--- src/rtl/rotary_add_sub_acc_if.sv ---
// Pin-side bundle of the rotary accumulator: encoder phases, push button,
// switch operand and the registered sum/overflow results.
interface rotary_add_sub_acc_if #(
  parameter int OPW  = 4,
  parameter int ACCW = 7
);
  logic            rot_a;
  logic            rot_b;
  logic            rot_center;
  logic [OPW-1:0]  Y;
  logic [ACCW-1:0] sum;
  logic            overflow;

  // Board / stimulus side: drives the pins, observes the results.
  modport master (
    output rot_a, rot_b, rot_center, Y,
    input  sum, overflow
  );

  // Accumulator side.
  modport slave (
    input  rot_a, rot_b, rot_center, Y,
    output sum, overflow
  );
endinterface

--- src/rtl/rotary_add_sub_acc.sv ---
// Rotary-encoder accumulator: synchronises and debounces a quadrature encoder,
// fires one update per detent and adds/subtracts the signed switch operand
// into a signed running sum with a sticky overflow flag.
// Optional feature macro: ROT_DIR_MODE_EN -- when defined, rotation direction
// selects add/subtract and a push-button press clears sum and overflow.
module rotary_add_sub_acc #(
  parameter int OPW        = 4,
  parameter int ACCW       = 7,
  parameter int DEB_CYCLES = 4,
  parameter int SATURATE   = 0
) (
  input logic                 clk,
  input logic                 rst_n,
  rotary_add_sub_acc_if.slave bus
);

  localparam logic [7:0] DEB_LAST = 8'(DEB_CYCLES - 1);

  // Bit order of the per-pin vectors: 0 = A, 1 = B, 2 = centre button.
  logic [2:0]     w_pins;
  logic [2:0]     r_sync1;
  logic [2:0]     r_sync2;
  logic [2:0]     r_filt;
  logic [7:0]     r_cnt [3];
  logic [OPW-1:0] r_y_s1;
  logic [OPW-1:0] r_y_s2;
  logic [1:0]     r_sync_vld;

  logic           r_rot_event;
  logic           r_rot_event_d;
  logic           r_armed;
  logic           r_dir;
  logic [1:0]     r_ab_prev;

  logic [ACCW-1:0] r_sum;
  logic            r_ovf;

  logic            w_sub;
  logic            w_clear;
  logic            w_fire;
  logic [ACCW:0]   w_y_ext;
  logic [ACCW:0]   w_sum_ext;
  logic [ACCW:0]   w_res;
  logic            w_ovf;
  logic [ACCW-1:0] w_next;

  assign w_pins = {bus.rot_center, bus.rot_b, bus.rot_a};

  // Two-flop synchronisers for every asynchronous pin, plus a marker that
  // goes high once the synchroniser chain holds genuine pin samples.
  always_ff @(posedge clk or negedge rst_n) begin
    if (!rst_n) begin
      r_sync1    <= '0;
      r_sync2    <= '0;
      r_y_s1     <= '0;
      r_y_s2     <= '0;
      r_sync_vld <= '0;
    end else begin
      // NOTE: sequential state uses non-blocking assignments so every flop
      // samples the pre-edge value of its source, forming a real shift chain.
      r_sync1    <= w_pins;
      r_sync2    <= r_sync1;
      r_y_s1     <= bus.Y;
      r_y_s2     <= r_y_s1;
      r_sync_vld <= {r_sync_vld[0], 1'b1};
    end
  end

  // Independent debouncers: the filtered copy follows only after DEB_CYCLES
  // consecutive cycles of disagreement; any agreement restarts the count.
  always_ff @(posedge clk or negedge rst_n) begin
    if (!rst_n) begin
      r_filt <= '0;
      // NOTE: the small counter array is explicit state and is reset like any
      // other register; only storage with no reset-value meaning is left bare.
      for (int i = 0; i < 3; i++) r_cnt[i] <= '0;
    end else begin
      for (int i = 0; i < 3; i++) begin
        if (r_sync2[i] != r_filt[i]) begin
          if (r_cnt[i] == DEB_LAST) begin
            r_filt[i] <= r_sync2[i];
            r_cnt[i]  <= '0;
          end else begin
            r_cnt[i] <= r_cnt[i] + 8'd1;
          end
        end else begin
          r_cnt[i] <= '0;
        end
      end
    end
  end

  // Detent event, arming and direction tracking on the filtered phases.
  // Arming needs a real 00 sample, so the reset value of the filters does not
  // count: pins held at 11 through reset cannot produce a spurious update.
  always_ff @(posedge clk or negedge rst_n) begin
    if (!rst_n) begin
      r_rot_event   <= 1'b0;
      r_rot_event_d <= 1'b0;
      r_armed       <= 1'b0;
      r_dir         <= 1'b0;
      r_ab_prev     <= 2'b00;
    end else begin
      if (r_filt[0] && r_filt[1])        r_rot_event <= 1'b1;
      else if (!r_filt[0] && !r_filt[1]) r_rot_event <= 1'b0;
      r_rot_event_d <= r_rot_event;
      if (r_sync_vld[1] && (r_filt[1:0] == 2'b00) && (r_sync2[1:0] == 2'b00))
        r_armed <= 1'b1;
      r_ab_prev <= r_filt[1:0];
      if (r_ab_prev == 2'b00) begin
        if (r_filt[1:0] == 2'b01)      r_dir <= 1'b0;  // A first: clockwise
        else if (r_filt[1:0] == 2'b10) r_dir <= 1'b1;  // B first: counter-clockwise
      end
    end
  end

  assign w_fire = r_rot_event && !r_rot_event_d && r_armed;

`ifdef ROT_DIR_MODE_EN
  logic r_center_d;

  // Delayed filtered button, for press (0->1) detection.
  always_ff @(posedge clk or negedge rst_n) begin
    if (!rst_n) r_center_d <= 1'b0;
    else        r_center_d <= r_filt[2];
  end

  assign w_sub   = r_dir;
  assign w_clear = r_filt[2] && !r_center_d;
`else
  // Direction is still tracked in this mode but does not steer the operation.
  logic w_unused_dir;
  assign w_unused_dir = r_dir;
  assign w_sub        = r_filt[2];
  assign w_clear      = 1'b0;
`endif

  // Add/subtract in ACCW+1 bits; overflow when the top two bits disagree.
  always_comb begin
    // NOTE: every combinational output gets a default first, so no path can
    // leave a value unassigned and infer a latch.
    w_y_ext   = {{(ACCW + 1 - OPW){r_y_s2[OPW-1]}}, r_y_s2};
    w_sum_ext = {r_sum[ACCW-1], r_sum};
    w_res     = w_sub ? (w_sum_ext - w_y_ext) : (w_sum_ext + w_y_ext);
    w_ovf     = w_res[ACCW] ^ w_res[ACCW-1];
    w_next    = w_res[ACCW-1:0];
    if ((SATURATE != 0) && w_ovf)
      w_next = w_res[ACCW] ? {1'b1, {(ACCW - 1){1'b0}}} : {1'b0, {(ACCW - 1){1'b1}}};
  end

  // Accumulator and sticky overflow; a clear takes priority over an update.
  always_ff @(posedge clk or negedge rst_n) begin
    if (!rst_n) begin
      r_sum <= '0;
      r_ovf <= 1'b0;
    end else if (w_clear) begin
      r_sum <= '0;
      r_ovf <= 1'b0;
    end else if (w_fire) begin
      r_sum <= w_next;
      if (w_ovf) r_ovf <= 1'b1;
    end
  end

  assign bus.sum      = r_sum;
  assign bus.overflow = r_ovf;

endmodule

--- src/flat_wrapper.sv ---
// flat-port wrapper written by rule: the top's interface ports become plain ports
module rotary_add_sub_acc_flat 
#(
  parameter int OPW        = 4,
  parameter int ACCW       = 7,
  parameter int DEB_CYCLES = 4,
  parameter int SATURATE   = 0
)
  (clk, rst_n, bus_rot_a, bus_rot_b, bus_rot_center, bus_Y, bus_sum, bus_overflow);
  rotary_add_sub_acc_if #(.OPW(OPW), .ACCW(ACCW)) bus_i ();
  input logic clk;
  input logic rst_n;
  input wire logic [$bits(bus_i.rot_a)-1:0] bus_rot_a;
  input wire logic [$bits(bus_i.rot_b)-1:0] bus_rot_b;
  input wire logic [$bits(bus_i.rot_center)-1:0] bus_rot_center;
  input wire logic [$bits(bus_i.Y)-1:0] bus_Y;
  output wire logic [$bits(bus_i.sum)-1:0] bus_sum;
  output wire logic [$bits(bus_i.overflow)-1:0] bus_overflow;
  assign bus_i.rot_a = bus_rot_a;
  assign bus_i.rot_b = bus_rot_b;
  assign bus_i.rot_center = bus_rot_center;
  assign bus_i.Y = bus_Y;
  assign bus_sum = bus_i.sum;
  assign bus_overflow = bus_i.overflow;
  rotary_add_sub_acc #(.OPW(OPW), .ACCW(ACCW), .DEB_CYCLES(DEB_CYCLES), .SATURATE(SATURATE)) u_core (.clk(clk), .rst_n(rst_n), .bus(bus_i));
endmodule
--- config.mk ---
export PLATFORM = sky130hd
export DESIGN_NAME = rotary_add_sub_acc_flat
export DESIGN_NICKNAME = d
export VERILOG_FILES = /design/src/rtl/rotary_add_sub_acc_if.sv /design/src/rtl/rotary_add_sub_acc.sv /design/src/flat_wrapper.sv
export SDC_FILE = /design/constraint.sdc
export NUM_CORES = 1
export LEC_CHECK = 0
export ABC_AREA = 1
export BUFFER_PORTS_ARGS = -buffer_cell sky130_fd_sc_hd__buf_2
export CAP_MARGIN = 20
export CORE_MARGIN = 5
export CORE_UTILIZATION = 50
export CTS_BUF_LIST = sky130_fd_sc_hd__clkbuf_4
export CTS_CLUSTER_SIZE = 8
export DETAILED_ROUTE_END_ITERATION = 10
export PLACE_DENSITY = 0.68
export SYNTH_ARGS = -nofsm -noshare
export SYNTH_HDL_FRONTEND = slang
export SYNTH_SLANG_ARGS = --single-unit
export TNS_END_PERCENT = 20
--- constraint.sdc ---
create_clock -name clk -period 2.2 [get_ports clk]
set_input_delay 0.44 -clock clk [delete_from_list [all_inputs] [get_ports clk]]
set_output_delay 0.44 -clock clk [all_outputs]
set_load 0.02 [all_outputs]
### Yosys cells after proc, flatten, opt, wreduce, memory -nomap -nowiden

Cells that the tools add are included.

| word-level totals | value |
|---|---|
| register bits | 54 |
| latch bits | 0 |
| bits in writable memories | 0 |
| bits in read-only memories | 0 |
| input port bits | 9 |
| output and inout port bits | 8 |
| logic and storage cells | 53 |
| memories | 0 |

| cells by class | value |
|---|---|
| add/subtract/negate cells | 5 |
| multipliers | 0 |
| divide/modulo/power cells | 0 |
| magnitude comparators | 0 |
| equality and inequality tests | 6 |
| shifts and indexed selects | 0 |
| muxes and demuxes | 9 |
| bitwise operators | 1 |
| reduce and logical (&&, ||, !) cells | 16 |

Operators with widths:

| cell | count |
|---|---|
| 8-bit 2-to-1 mux | 7 |
| 8-bit by 1-bit adder with 8-bit output, second input constant | 3 |
| 8-bit by 2-bit equality test with 1-bit output, second input constant | 3 |
| 7-bit by 4-bit adder with 8-bit output | 1 |
| 2-bit AND reduction | 4 |
| 7-bit by 4-bit subtractor with 8-bit output | 1 |
| 1-bit logical AND | 6 |
| 2-bit zero test | 2 |
| 1-bit zero test | 3 |
| 1-bit inequality test | 3 |
| 1-bit 2-to-1 mux | 2 |
| 2-bit nonzero test | 1 |
| 1-bit XOR | 1 |

### Depth between registers and ports, before layout

Gate-level depths: netlist of run 1.

| depth | value |
|---|---|
| word-level depth | 4 |
| mapped depth | 16 |
| depth with buffers taken out | 16 |

### Worst setup path before layout of run 1

No wires, ideal clock.

| timing | value |
|---|---|
| path kind | reg-to-reg |
| start point | register u_core.r_y_s2[0] |
| end point | register u_core.r_sum[5] (netlist: u_core.bus.sum[5]) |
| library setup time | 0.117 ns |
| arrival | 1.874 ns |
| data required time | 2.083 ns |
| setup slack | 0.209 ns |
| stages on the path, launching flop included | 14 |
| path buffers | 0 |
| period minus slack after synthesis | 1.991 ns |
| path through | dfrtp_1 -> inv_1 -> ha_1 -> inv_1 -> nor2_1 -> o21ai_0 -> o21ai_0 -> ha_1 -> or2_1 -> and2_1 -> a21oi_2 -> nand2_1 -> nand3_1 -> nand2_1 |

| between the ends | value |
|---|---|
| word-level cells in the longest chain between the ends | 2 |
| elaborated cells on any way between the ends | 3 |
| those cells by class | 2 x add/sub; 1 x mux |

RTL lines:

| item | line | RTL |
|---|---|---|
| start, declared | rotary_add_sub_acc.sv:26 | `logic [OPW-1:0] r_y_s2;` |
| start signal, assigned | rotary_add_sub_acc.sv:64 | `r_y_s2 <= r_y_s1;` |
| 7-bit by 4-bit adder with 8-bit output / 7-bit by 4-bit subtractor with 8-bit output (equally long branches) | rotary_add_sub_acc.sv:144 | `w_res = w_sub ? (w_sum_ext - w_y_ext) : (w_sum_ext + w_y_ext);` |
| 8-bit 2-to-1 mux (*) | rotary_add_sub_acc.sv:144 |  |
| end signal, assigned | rotary_add_sub_acc.sv:160 | `r_sum <= w_next;` |
| end, declared | rotary_add_sub_acc.sv:35 | `logic [ACCW-1:0] r_sum;` |

Every way passes the cells marked *; elsewhere a longest branch is shown, timed or not.
A chain may end at the register's enable or synchronous reset.

### Final worst setup path of run 1

Same ends and word-level chain as after synthesis.

==> results of run 1 <==
[cell families (layout without fill, tap and decap cells)]
group / Yosys count / count (layout) / share of synthesized area [%]
AOI/OAI and AO/OA: 26 / 26 / 5.22
xor gates and xnor gates: 14 / 14 / 4.69
adders and majority gates: 15 / 15 / 7.47
buffers and inverters: 46 / 71 / 6.61
DFF: 54 / 54 / 51.7
other: 1 / 1 / 0.143
and+or+nand+nor: 138 / 138 / 24.2
[worst max-delay path, cell delays in order (launching register included)]
cell and delay (ns):
dfrtp_1 0.39, inv_2 0.06, ha_4 0.15, inv_1 0.07
nor2_2 0.04, o21ai_1 0.11, o21ai_1 0.08, ha_1 0.33
or2_1 0.28, and2_4 0.16, a21oi_4 0.15, nand2_1 0.06
nand3_1 0.07, nand2_1 0.05
[cells in the mapped netlist, drive strengths merged, types with 2 or more instances]
library cell  count
nand2            65
dfrtp            54
inv              43
nor2             33
nand3            20
o21ai            16
ha               14
a21oi             8
xor2              8
nor3              7
xnor2             6
nand4             4
nand3b            3
nor4              3
a31oi             2
clkinv            2
[registers in the layout, summed over array words and instances, names as in the netlist]
name,cells
u_core.r_cnt,24
u_core.r_y_s1,4
u_core.r_sync2,3
u_core.r_y_s2,4
u_core.r_sync_vld,2
u_core.r_filt,3
u_core.r_rot_event_d,1
u_core.r_rot_event,1
u_core.bus.sum,7
u_core.r_sync1,3
u_core.bus.overflow,1
u_core.r_armed,1
[metal layers]
layer  vias up  share of wire (%)
li1        977                  -
met4         0                1.9
met5         -                  0
met1       864                 47
met3         7                2.4
met2        19                 48
[worst max-delay path by stage]
stage,start,end,cells after the start
2_1_floorplan,u_core.r_y_s2[0],u_core.bus.sum[5],13
3_3_place_gp,u_core.r_y_s2[0],u_core.bus.sum[5],13
3_5_place_dp,u_core.r_y_s2[0],u_core.bus.sum[5],13
4_1_cts,u_core.r_y_s2[0],u_core.bus.sum[5],13
5_1_grt,u_core.r_y_s2[0],u_core.bus.sum[5],14
6_report,u_core.r_y_s2[0],u_core.bus.sum[5],13
[power groups by stage]
stage	Clock, mW	Sequential, mW	Combinational [mW]
5_1_grt	0.474	1.41	1.91
3_3_place_gp	0	1.38	1.45
2_1_floorplan	0	1.43	1.09
6_report	0.426	1.38	1.66
4_1_cts	0.453	1.36	1.49
3_5_place_dp	0	1.38	1.49
[cell type report]
class | instances | share of cell area, %
flip-flops and latches | 54 | 46.1
repair buffers | 19 | 3.50
well taps | 70 | 2.99
inverters | 45 | 5.77
multi-input cells | 194 | 39.8
clock buffers | 7 | 1.79
[timing repair]
item                                    in CTS  in global routing
gates resized for setup                      0                 18
endpoints found under the setup margin       0                  4
buffers inserted                             0                  2
==> impl_metrics.env, run 1 <==
export IMPL_run_status="complete, no violations"
export IMPL_ys_top_cells_by_area="dfrtp_1, nand2_1, ha_1, inv_1, nor2_1"
export IMPL_rr_endpoint="u_core.bus.sum[5]"
export IMPL_yosysWarnings=0
export IMPL_fin_ws_ns=0.107
export IMPL_drc=0
export IMPL_ys_async_sr_fraction_pct=100
export IMPL_detail_route_antenna_nets=0
export IMPL_filler_cell_count=468
export IMPL_setup_tns_ns=0
export IMPL_cap_violations=0
export IMPL_whs_ns=0.158
export IMPL_numCtsBuffers=5
export IMPL_dieArea_sq_um=6770
export IMPL_worstPathMaxFanout=3
export IMPL_layout_drive_gt1_share_pct=16.9
export IMPL_dr_pass1_iters=4
export IMPL_required_ns=2.48
export IMPL_dp_hpwl_mm=3.14
export IMPL_ctsLongestPathBuffers=2
export IMPL_wl_per_cell_um=11.2
export IMPL_hold_path_class="input pin to async pin"
export IMPL_worst_pin_slew_ns=0.669
export IMPL_grt_start_max_net_pins=55
export IMPL_yosys_area_top_type="dfrtp_1"
export IMPL_clock_latency_ns=0.37
export IMPL_fin_crit_sh_pct=95.1
export IMPL_slew_violations=0
export IMPL_clock_power_share_pct=12.3
export IMPL_cts_tree="built"
export IMPL_finClkSkew_ns=0.0221
export IMPL_layout_nets=343
export IMPL_hold_buffers=0
export IMPL_dp_cells=380
export IMPL_grt_use_met3_pct=2.60
export IMPL_start_util_pct=51.2
export IMPL_stdcell_area_sq_um=2930
export IMPL_finalHoldViolCount=0
export IMPL_arrival_ns=2.37
export IMPL_use_met2_pct=24.0
export IMPL_internal_power_mw=2.00
export IMPL_met1_usage_pct=17.8
export IMPL_power_density_nw_per_um2=1180
export IMPL_switchingPower_mw=1.46
export IMPL_ff_latch_area_sq_um=1350
export IMPL_utilization_pct=57.3
export IMPL_max_freq_mhz=478
export IMPL_die_w_um=82.3
export IMPL_crit_type="flop to flop"
export IMPL_viasPerCell=4.80
export IMPL_final_cells=389
export IMPL_grt_usage_pct=14.3
export IMPL_relSlewSlack_pct=55.4
export IMPL_clock_sinks=54
export IMPL_netlist_area_leader_share_pct=51.7
export IMPL_syn2layout_area_growth_pct=12.1
export IMPL_yosysSeqAreaShare_pct=51.7
export IMPL_cts_root_buf="clkbuf_4"
export IMPL_drt_iter0_markers=47
export IMPL_setup_viol=0
export IMPL_switching_share_pct=42.2
export IMPL_ys_ff_latch=54
export IMPL_core_area_sq_um=5110
export IMPL_cp_end_kind="flop"
export IMPL_fp_row_count=26
export IMPL_wl_mm=4.36
export IMPL_antenna_found_initial=0
export IMPL_grt_pass1_wl_mm=7.44
export IMPL_postSynthCellCount=294
export IMPL_r2r_start="u_core.r_y_s2[0]"
export IMPL_share_comb_of_total_power_pct=48.0
export IMPL_p_leak_nw=1.45
export IMPL_pwr_share_seq_pct=39.7
export IMPL_vdd_drop_max_mv=0.716
export IMPL_final_cell_mix="nand2_1, dfrtp_1, inv_1"
export IMPL_die_height_um=82.3
export IMPL_htree_levels=2
export IMPL_critPathLaunchType="flop"
export IMPL_grt_busiest_layer="met2"
export IMPL_synthFlopType="dfrtp_1"
export IMPL_placed_cell_area_sq_um=2790
export IMPL_pre_cts_ws_ns=0.0253
export IMPL_rsz0062_at_grt="yes"
export IMPL_syn_num_nets=318
export IMPL_synth_edf_count=0
export IMPL_worstRegToRegCells=13
export IMPL_regToRegSetupSlack_ns=0.11
export IMPL_fin_crit_ns=2.09
export IMPL_clk_pin_slew_ns=0.15
export IMPL_grt_remaining_overflow=0
export IMPL_routabilityCongestion=0.838
export IMPL_grt_pass1_vias=1778
export IMPL_insertedDiodeCount=0
export IMPL_io_buffers=16
export IMPL_final_common_cell="nand2_1"
export IMPL_synth_area_per_cell_sq_um=8.89
export IMPL_synth_cell_types=29
export IMPL_p_total_mw=3.46
export IMPL_num_vias=1867
export IMPL_multiInputGateArea_sq_um=1170
export IMPL_ios=17
export IMPL_syn_area_sq_um=2610
No activity file was read; power rests on OpenSTA's default activity.
==> inputs of run 2 (changes only) <==
--- a/config.mk
+++ b/config.mk
@@ -14,6 +14,7 @@
 export CTS_CLUSTER_SIZE = 8
 export DETAILED_ROUTE_END_ITERATION = 10
 export PLACE_DENSITY = 0.68
+export REMOVE_ABC_BUFFERS = 1
 export SYNTH_ARGS = -nofsm -noshare
 export SYNTH_HDL_FRONTEND = slang
 export SYNTH_SLANG_ARGS = --single-unit
==> run 2 against run 1 <==
Non-clock buffer count unchanged. Hold slack got worse by 0.13 ns. Routed wire length increased by 0.50%. Via count increased by 2.6%. Sequential cell count unchanged. Utilization increased by 0.91 points. Fmax increased by 0.30%. Die area unchanged. Clock skew decreased by 0.013 ns. Critical endpoint unchanged. Largest cell class unchanged.
==> impl_metrics.env, run 2 (synthesis results as in run 1) <==
export IMPL_run_status="complete, no violations"
export IMPL_die_height_um=82.3
export IMPL_cpLargestDelayFamily="simple AND/OR/NAND/NOR gates"
export IMPL_grt_remaining_overflow=0
export IMPL_ios=17
export IMPL_critPathMaxStageDelay_ns=0.41
export IMPL_cts_tree="built"
export IMPL_p_total_mw=3.58
export IMPL_grt_pass1_vias=1786
export IMPL_met1_usage_pct=18.2
export IMPL_antenna_found_initial=0
export IMPL_largest_register_ffs=24
export IMPL_worst_path_max_delay_cell="dfrtp_1"
export IMPL_r2r_start="u_core.r_y_s2[0]"
export IMPL_switchingPower_mw=1.46
export IMPL_required_ns=2.52
export IMPL_ctsLongestPathBuffers=2
export IMPL_dr_pass1_iters=4
export IMPL_switching_share_pct=40.8
export IMPL_io_buffers=16
export IMPL_final_cells=390
export IMPL_routabilityCongestion=0.818
export IMPL_crit_type="flop to flop"
export IMPL_insertedDiodeCount=0
export IMPL_grt_pass1_wl_mm=7.42
export IMPL_detail_route_antenna_nets=0
export IMPL_use_met2_pct=23.3
export IMPL_crit_buf_inv=2
export IMPL_hold_path_class="input pin to async pin"
export IMPL_rsz0062_at_grt="yes"
export IMPL_max_freq_mhz=479
export IMPL_grt_start_max_net_pins=55
export IMPL_syn2layout_area_growth_pct=13.8
export IMPL_critPathLaunchType="flop"
export IMPL_final_cell_mix="nand2_1, dfrtp_1, inv_1"
export IMPL_final_common_cell="nand2_1"
export IMPL_arrival_ns=2.41
export IMPL_cap_violations=0
export IMPL_grt_use_met3_pct=3.90
export IMPL_worstPathMaxFanout=3
export IMPL_pwr_share_seq_pct=38.4
export IMPL_layout_drive_gt1_share_pct=18.1
export IMPL_crit_chain="inv_2 > ha_4 > nor2_2 > o21ai_1 > o21ai_1 > ha_1 > or2_1 > and2_4 > a21oi_4 > inv_1 > nand2_1 > nand3_2 > nand2_1"
export IMPL_regToRegSetupSlack_ns=0.11
export IMPL_fin_crit_ns=2.09
export IMPL_rr_endpoint="u_core.bus.sum[5]"
export IMPL_whs_ns=0.0327
export IMPL_vdd_drop_max_mv=0.587
export IMPL_finClkSkew_ns=0.00885
export IMPL_wl_per_cell_um=11.2
export IMPL_layout_nets=343
export IMPL_viasPerCell=4.91
export IMPL_finalHoldViolCount=0
export IMPL_worstRegToRegCells=13
export IMPL_dieArea_sq_um=6770
export IMPL_clock_power_share_pct=15.6
export IMPL_internal_power_mw=2.12
export IMPL_drt_iter0_markers=67
export IMPL_clk_pin_slew_ns=0.14
export IMPL_relSlewSlack_pct=58.8
export IMPL_clock_sinks=54
export IMPL_clock_latency_ns=0.37
export IMPL_share_comb_of_total_power_pct=46.0
export IMPL_numCtsBuffers=5
export IMPL_start_util_pct=51.2
export IMPL_fin_crit_sh_pct=94.9
export IMPL_p_leak_nw=1.47
export IMPL_wl_mm=4.38
export IMPL_drc=0
export IMPL_slew_violations=0
export IMPL_num_vias=1916
export IMPL_htree_levels=2
export IMPL_cts_root_buf="clkbuf_4"
export IMPL_grt_usage_pct=14.4
export IMPL_power_density_nw_per_um2=1200
export IMPL_worst_pin_slew_ns=0.614
export IMPL_die_w_um=82.3
export IMPL_fp_row_count=26
export IMPL_dp_cells=380
export IMPL_grt_busiest_layer="met2"
export IMPL_core_area_sq_um=5110
export IMPL_setup_viol=0
export IMPL_cp_end_kind="flop"
export IMPL_dp_hpwl_mm=3.06
export IMPL_top_register="u_core.r_cnt"
[run 2: power by group through the flow]
stage,clock network [mW],logic (mW),registers (mW)
final,0.558,1.65,1.37
after detailed placement,0,1.47,1.38
after floorplan,0,1.08,1.43
after global routing,0.629,1.91,1.41
after CTS,0.582,1.49,1.36
after global placement,0,1.45,1.38
[run 2: cell type report]
| type | instances | area (sq um) |
|---|---|---|
| flip-flops and latches | 54 | 1350 |
| multi-input cells | 194 | 1170 |
| inverters | 45 | 169 |
| repair buffers | 19 | 115 |
| fillers | 476 | 2130 |
| clock inverters | 1 | 30.0 |
| well taps | 70 | 87.6 |
| clock buffers | 7 | 52.6 |
[run 2: metal layers]
layer	vias up	share of wire [%]
met5	-	0
met4	0	2.1
met3	9	3.6
met2	28	48
met1	892	46
li1	987	-
[run 2: per-stage QoR]
step / util [%] / setup slack (ns) / setup TNS [ns] / instance area (sq um)
6_report: 58.3 / 0.113 / 0 / 2980
5_1_grt: 58.3 / -0.0563 / -0.0878 / 2980
4_1_cts: 56.4 / 0.0269 / 0 / 2880
3_5_place_dp: 54.8 / 0.0536 / 0 / 2800
3_3_place_gp: 54.8 / 0.0806 / 0 / 2800
2_1_floorplan: - / 0.209 / 0 / 2610
[run 2: worst max path at each step]
stage | from | slack (ns) | cells after the start | endpoint
floorplan | u_core.r_y_s2[0] | 0.21 | 13 | u_core.bus.sum[5]
global placement | u_core.r_y_s2[0] | 0.08 | 13 | u_core.bus.sum[5]
detailed placement | u_core.r_y_s2[0] | 0.05 | 13 | u_core.bus.sum[5]
CTS | u_core.r_y_s2[0] | 0.03 | 13 | u_core.bus.sum[5]
global route | u_core.r_y_s2[0] | -0.06 | 15 | u_core.bus.overflow
finish | u_core.r_y_s2[0] | 0.11 | 13 | u_core.bus.sum[5]
[run 2: repair_timing]
action | in CTS | in global routing
hold buffers | 0 | 0
endpoints found under the setup margin | 0 | 4
buffers inserted | 0 | 2
gates resized for setup | 0 | 21
